`src/rtl/branch_predictor_if.sv`:
```
// Fetch lookup, EX resolve and redirect/stat bundle shared
// between the branch predictor and the pipeline around it.
interface branch_predictor_if #(
    parameter int XLEN = 32
);
    logic            if_valid;
    logic [XLEN-1:0] if_pc;
    logic            pred_taken;
    logic            ex_valid;
    logic [XLEN-1:0] ex_pc;
    logic            ex_taken;
    logic            ex_pred_taken;
    logic [XLEN-1:0] ex_target;
    logic [XLEN-1:0] ex_pc_plus4;
    logic            redirect;
    logic [XLEN-1:0] redirect_pc;
    logic            flush;
    logic [15:0]     branch_cnt;
    logic [15:0]     mispredict_cnt;

    modport master (
        output if_valid, if_pc,
        output ex_valid, ex_pc, ex_taken, ex_pred_taken,
        output ex_target, ex_pc_plus4,
        input  pred_taken, redirect, redirect_pc, flush,
        input  branch_cnt, mispredict_cnt
    );

    modport slave (
        input  if_valid, if_pc,
        input  ex_valid, ex_pc, ex_taken, ex_pred_taken,
        input  ex_target, ex_pc_plus4,
        output pred_taken, redirect, redirect_pc, flush,
        output branch_cnt, mispredict_cnt
    );
endinterface

```
`src/rtl/branch_predictor.sv`:
```
// Bimodal 2-bit counter predictor with registered mispredict
// redirect/flush and saturating branch statistics.
module branch_predictor #(
    parameter int IDX_BITS = 4,
    parameter int XLEN     = 32
) (
    input logic               clk,
    input logic               rst_n,
    branch_predictor_if.slave bp
);
    localparam int DEPTH = 1 << IDX_BITS;

    logic [1:0]          tbl [DEPTH];
    logic                redirect_q;
    logic [XLEN-1:0]     redirect_pc_q;
    logic [15:0]         bcnt_q;
    logic [15:0]         mcnt_q;

    logic [IDX_BITS-1:0] if_idx;
    logic [IDX_BITS-1:0] ex_idx;
    logic                accept;
    logic                mispredict;
    logic [1:0]          cur;
    logic [1:0]          nxt;

    assign if_idx = bp.if_pc[IDX_BITS+1:2];
    assign ex_idx = bp.ex_pc[IDX_BITS+1:2];

    // Wrong-path branches behind a pending redirect are dropped.
    assign accept     = bp.ex_valid & ~redirect_q;
    assign mispredict = accept & (bp.ex_taken ^ bp.ex_pred_taken);
    assign cur        = tbl[ex_idx];

    always_comb begin
        nxt = cur;
        unique case (1'b1)
            bp.ex_taken && cur != 2'b11:  nxt = cur + 2'b01;
            !bp.ex_taken && cur != 2'b00: nxt = cur - 2'b01;
            default:                      nxt = cur;
        endcase
    end

    always_ff @(posedge clk or negedge rst_n) begin
        if (!rst_n) begin
            for (int i = 0; i < DEPTH; i++) begin
                tbl[i] <= 2'b01;
            end
            redirect_q    <= 1'b0;
            redirect_pc_q <= '0;
            bcnt_q        <= '0;
            mcnt_q        <= '0;
        end else begin
            redirect_q <= mispredict;
            if (mispredict) begin
                redirect_pc_q <= bp.ex_taken ? bp.ex_target
                                             : bp.ex_pc_plus4;
                if (mcnt_q != 16'hFFFF) begin
                    mcnt_q <= mcnt_q + 16'd1;
                end
            end
            if (accept) begin
                tbl[ex_idx] <= nxt;
                if (bcnt_q != 16'hFFFF) begin
                    bcnt_q <= bcnt_q + 16'd1;
                end
            end
        end
    end

    assign bp.pred_taken     = bp.if_valid & tbl[if_idx][1];
    assign bp.redirect       = redirect_q;
    assign bp.flush          = redirect_q;
    assign bp.redirect_pc    = redirect_pc_q;
    assign bp.branch_cnt     = bcnt_q;
    assign bp.mispredict_cnt = mcnt_q;
endmodule

```
`src/flat_wrapper.sv`:
```
// flat-port wrapper written by rule: the top's interface ports become plain ports
module branch_predictor_flat 
#(
    parameter int IDX_BITS = 4,
    parameter int XLEN     = 32
)
  (clk, rst_n, bp_if_valid, bp_if_pc, bp_ex_valid, bp_ex_pc, bp_ex_taken, bp_ex_pred_taken, bp_ex_target, bp_ex_pc_plus4, bp_pred_taken, bp_redirect, bp_redirect_pc, bp_flush, bp_branch_cnt, bp_mispredict_cnt);
  branch_predictor_if #(.XLEN(XLEN)) bp_i ();
  input logic clk;
  input logic rst_n;
  input wire logic [$bits(bp_i.if_valid)-1:0] bp_if_valid;
  input wire logic [$bits(bp_i.if_pc)-1:0] bp_if_pc;
  input wire logic [$bits(bp_i.ex_valid)-1:0] bp_ex_valid;
  input wire logic [$bits(bp_i.ex_pc)-1:0] bp_ex_pc;
  input wire logic [$bits(bp_i.ex_taken)-1:0] bp_ex_taken;
  input wire logic [$bits(bp_i.ex_pred_taken)-1:0] bp_ex_pred_taken;
  input wire logic [$bits(bp_i.ex_target)-1:0] bp_ex_target;
  input wire logic [$bits(bp_i.ex_pc_plus4)-1:0] bp_ex_pc_plus4;
  output wire logic [$bits(bp_i.pred_taken)-1:0] bp_pred_taken;
  output wire logic [$bits(bp_i.redirect)-1:0] bp_redirect;
  output wire logic [$bits(bp_i.redirect_pc)-1:0] bp_redirect_pc;
  output wire logic [$bits(bp_i.flush)-1:0] bp_flush;
  output wire logic [$bits(bp_i.branch_cnt)-1:0] bp_branch_cnt;
  output wire logic [$bits(bp_i.mispredict_cnt)-1:0] bp_mispredict_cnt;
  assign bp_i.if_valid = bp_if_valid;
  assign bp_i.if_pc = bp_if_pc;
  assign bp_i.ex_valid = bp_ex_valid;
  assign bp_i.ex_pc = bp_ex_pc;
  assign bp_i.ex_taken = bp_ex_taken;
  assign bp_i.ex_pred_taken = bp_ex_pred_taken;
  assign bp_i.ex_target = bp_ex_target;
  assign bp_i.ex_pc_plus4 = bp_ex_pc_plus4;
  assign bp_pred_taken = bp_i.pred_taken;
  assign bp_redirect = bp_i.redirect;
  assign bp_redirect_pc = bp_i.redirect_pc;
  assign bp_flush = bp_i.flush;
  assign bp_branch_cnt = bp_i.branch_cnt;
  assign bp_mispredict_cnt = bp_i.mispredict_cnt;
  branch_predictor #(.IDX_BITS(IDX_BITS), .XLEN(XLEN)) u_core (.clk(clk), .rst_n(rst_n), .bp(bp_i));
endmodule
```
`config.mk`:
```
export PLATFORM = sky130hd
export DESIGN_NAME = branch_predictor_flat
export DESIGN_NICKNAME = d
export VERILOG_FILES = /design/src/rtl/branch_predictor_if.sv /design/src/rtl/branch_predictor.sv /design/src/flat_wrapper.sv
export SDC_FILE = /design/constraint.sdc
export NUM_CORES = 1
export LEC_CHECK = 0
export ABC_AREA = 1
export CORE_ASPECT_RATIO = 1.5
export CORE_MARGIN = 2
export CORE_UTILIZATION = 40
export DETAILED_ROUTE_END_ITERATION = 8
export HOLD_SLACK_MARGIN = 0.03
export PLACE_DENSITY_LB_ADDON = 0.15
export SETUP_SLACK_MARGIN = 0.5
export SLEW_MARGIN = 10
export SYNTH_ARGS = -nofsm -noshare
export SYNTH_HDL_FRONTEND = slang
export SYNTH_SLANG_ARGS = --single-unit
```
`constraint.sdc`:
```
create_clock -name clk -period 1.53 [get_ports clk]
set_input_delay 0.2295 -clock clk [delete_from_list [all_inputs] [get_ports clk]]
set_output_delay 0.2295 -clock clk [all_outputs]
set_load 0.05 [all_outputs]
```
==> results.cfg <==
[clocking]
cts_buffers = 9
htreeDepth = 3
cts_root_buffer = clkbuf_16
worst_setup_hold_path_clk_slew_ns = 0.08
cts_tree = built
cts_sinks = 97
clk_latency_ns = 0.35
cts_buffer_depth = 2

[worst_hold_path]
hp-class = in -> async

[die]
die_area_um2 = 13800
rows = 50
start_util_pct = 41.0
die_h_um = 143
die_x_um = 96.5
boundaryPins = 201
coreArea_um2 = 12500

[detailed_routing]
wirelength_met1_um = 7320
drt_iter0_drc = 302
ant_nets = 0
top_layer = met4
wl_um = 21200
route.met2.wl_um = 11600
drcViolationCount = 0
wl_met3_um = 997
first_pass_iters = 5
wl_per_cell_um = 18.9
via_per_inst = 5.25
num_vias = 5877

[layout]
area_delta_synth_final_pct = 96.4
final_cell_mix = nand2_1, buf_6, buf_4
final_common_cell = nand2_1
layout.cells.non_filler = 1119
drive_gt1_share_pct = 50.3
nNetsFinal = 1094
diodes = 0
fill_cells = 719

[flow_run]
drv_cap = 0

[sta]
max_freq_ghz = 0.558
slew_violations = 0
worst_pin_slew_ns = 0.630
period_needed_ns = 1.79
whs_ns = 0.313
final-setup-viol-count = 60
finalCritPeriodShare_pct = 117
finalHoldViolCount = 0
finClkSkew_ns = 0.0154
maxSlewHeadroom_pct = 57.5
rsz0062_at_grt = true
worst_slack_ns = -0.261

[grt]
grt_pass1_wl_um = 30500
antenna_found_initial = 0
grt_max_degree = 25
grt_pass1_vias = 6234
grtUsageTotal_pct = 29.0
overflow = 0

[worst_setup_path]
r2r_cells = 11
slowest_stage = dfrtp_1
crit_arrival_ns = 1.56
worst-path-max-fanout = 2
worstPathRequired_ns = 1.30
path_cells = buf_4 -> nor2_1 -> o211ai_1 -> o211ai_1 -> a21boi_2 -> buf_12
reg2reg_to = u_core.bp.mispredict_cnt[13]$_DFFE_PN0P_
timing.rr.start = u_core.bp.flush$_DFF_PN0_
worstSetupPathType = reg -> out
worst-r2r-setup-slack_ns = -0.21
cp-end-kind = primary output
start_kind = register
crit_top_cell = o211ai_1
critPathMaxStageDelay_ns = 0.36

[status]
violations = negative setup slack
status = finished with violations

[logic_synthesis]
avgSynthCellArea_um2 = 7.79
synthesis.nets = 795
ys_types = 30
seq_area_frac_synth_pct = 47.7
netlist_area_um2 = 5130
ys_warn_count = 0
ys_seq_elements = 97
syn-instance-count = 659

[place]
dp_hpwl_um = 12100
place.gp.congestion = 0.952
port_buffers = 144
dp_slack_ns = -0.628
placed_cells = 1001

[power]
p_per_area_nw_per_um2 = 1160
p_leak_nw = 4.62
power.total_mw = 11.7
vdd_drop_max_v = 0.00114
## worst max-delay path by stage
stage | endpoint | startpoint | depth (start not counted) | slack, ns
3_5_place_dp | u_core.tbl[29]$_DFFE_PN0P_ | bp_ex_pc[2] | 15 | -0.63
5_1_grt | bp_pred_taken | u_core.tbl[21]$_DFFE_PN0P_ | 6 | -0.34
3_3_place_gp | u_core.tbl[21]$_DFFE_PN0P_ | bp_ex_pc[2] | 15 | -0.56
6_report | bp_pred_taken | u_core.tbl[21]$_DFFE_PN0P_ | 6 | -0.26
2_1_floorplan | u_core.bp.branch_cnt[13]$_DFFE_PN0P_ | u_core.bp.branch_cnt[1]$_DFFE_PN0P_ | 9 | -0.07
4_1_cts | bp_pred_taken | u_core.tbl[13]$_DFFE_PN0P_ | 6 | -0.26
## critical path: cells and delay by family (launching register included)
family                 cells  cell delay [ns]
AO/OA/AOI/OAI              3             0.53
buffers and inverters      2             0.28
flip-flops                 1             0.36
AND/OR/NAND/NOR            1             0.04
## sequential cells by signal (all words and copies together) (netlist names)
name,flops
u_core.bp.branch_cnt,16
u_core.bp.flush,1
u_core.tbl,32
u_core.bp.redirect_pc,32
u_core.bp.mispredict_cnt,16
## metal layers
metal / global-route usage [%] / vias up
li1: - / 2689
met1: 29.9 / 2886
met2: 52.4 / 221
met3: 5.80 / 81
met4: 17.7 / 0
met5: 0 / -
## cell usage after synthesis, drive strengths merged
cell type | number | area [um2]
xor2 | 18 | 158
nor4 | 1 | 6.26
dfrtp | 81 | 2030
o21a | 32 | 240
or2 | 32 | 200
dfstp | 16 | 420
nand2 | 240 | 911
nand3 | 33 | 165
xnor2 | 10 | 87.6
a21boi | 1 | 7.51
ha | 2 | 25.0
clkinv | 1 | 3.75
buf | 15 | 104
nand4 | 5 | 31.3
inv | 51 | 194
nor2 | 52 | 203
a21oi | 2 | 10.0
clkbuf | 7 | 26.3
o211ai | 3 | 22.5
o22ai | 1 | 6.26
nor3 | 9 | 45.0
o21ai | 46 | 230
o221ai | 1 | 8.76
## stage by stage
step | util, % | setup TNS, ns | cell area, um2
floorplan | - | -0.884 | 5390
global placement | 60.8 | -28.65 | 7600
detailed placement | 60.8 | -30.81 | 7600
CTS | 75.1 | -3.02 | 9400
global route | 80.6 | -10.74 | 10100
finish | 80.6 | -5.90 | 10100
## cell type report
cell class	count	area (um2)	area share (%)
inverters	52	223	2.21
repair buffers	306	3630	36.0
well taps	156	195	1.94
clock buffers	9	225	2.23
multi-input cells	491	3230	32.0
clock inverters	7	98.8	0.980
flip-flops and latches	97	2480	24.6
repair inverters	1	5.00	0.0496
## timing repair
item	4_1_cts	5_1_grt
setup buffers	52	35
pin swaps	39	38
hold buffers	1	0
endpoints found under the hold margin	15	0
gates resized for setup	202	99
cloned	13	1
endpoints found under the setup margin	164	165
## cells by family after synthesis
group                    share of synthesized area, %
AND/OR/NAND/NOR                                  30.4
flip-flops                                       47.7
AO/OA/AOI/OAI                                    10.2
buffers and inverters                            6.39
XOR/XNOR                                         4.78
adder cells (fa/ha/maj)                         0.487
## where the power goes
group	internal, mW	total, mW	switching (mW)
registers	3.14	3.63	0.494
logic	2.68	5.55	2.87
clock network	1.45	2.49	1.05
No activity file was read; power rests on OpenSTA's default activity.
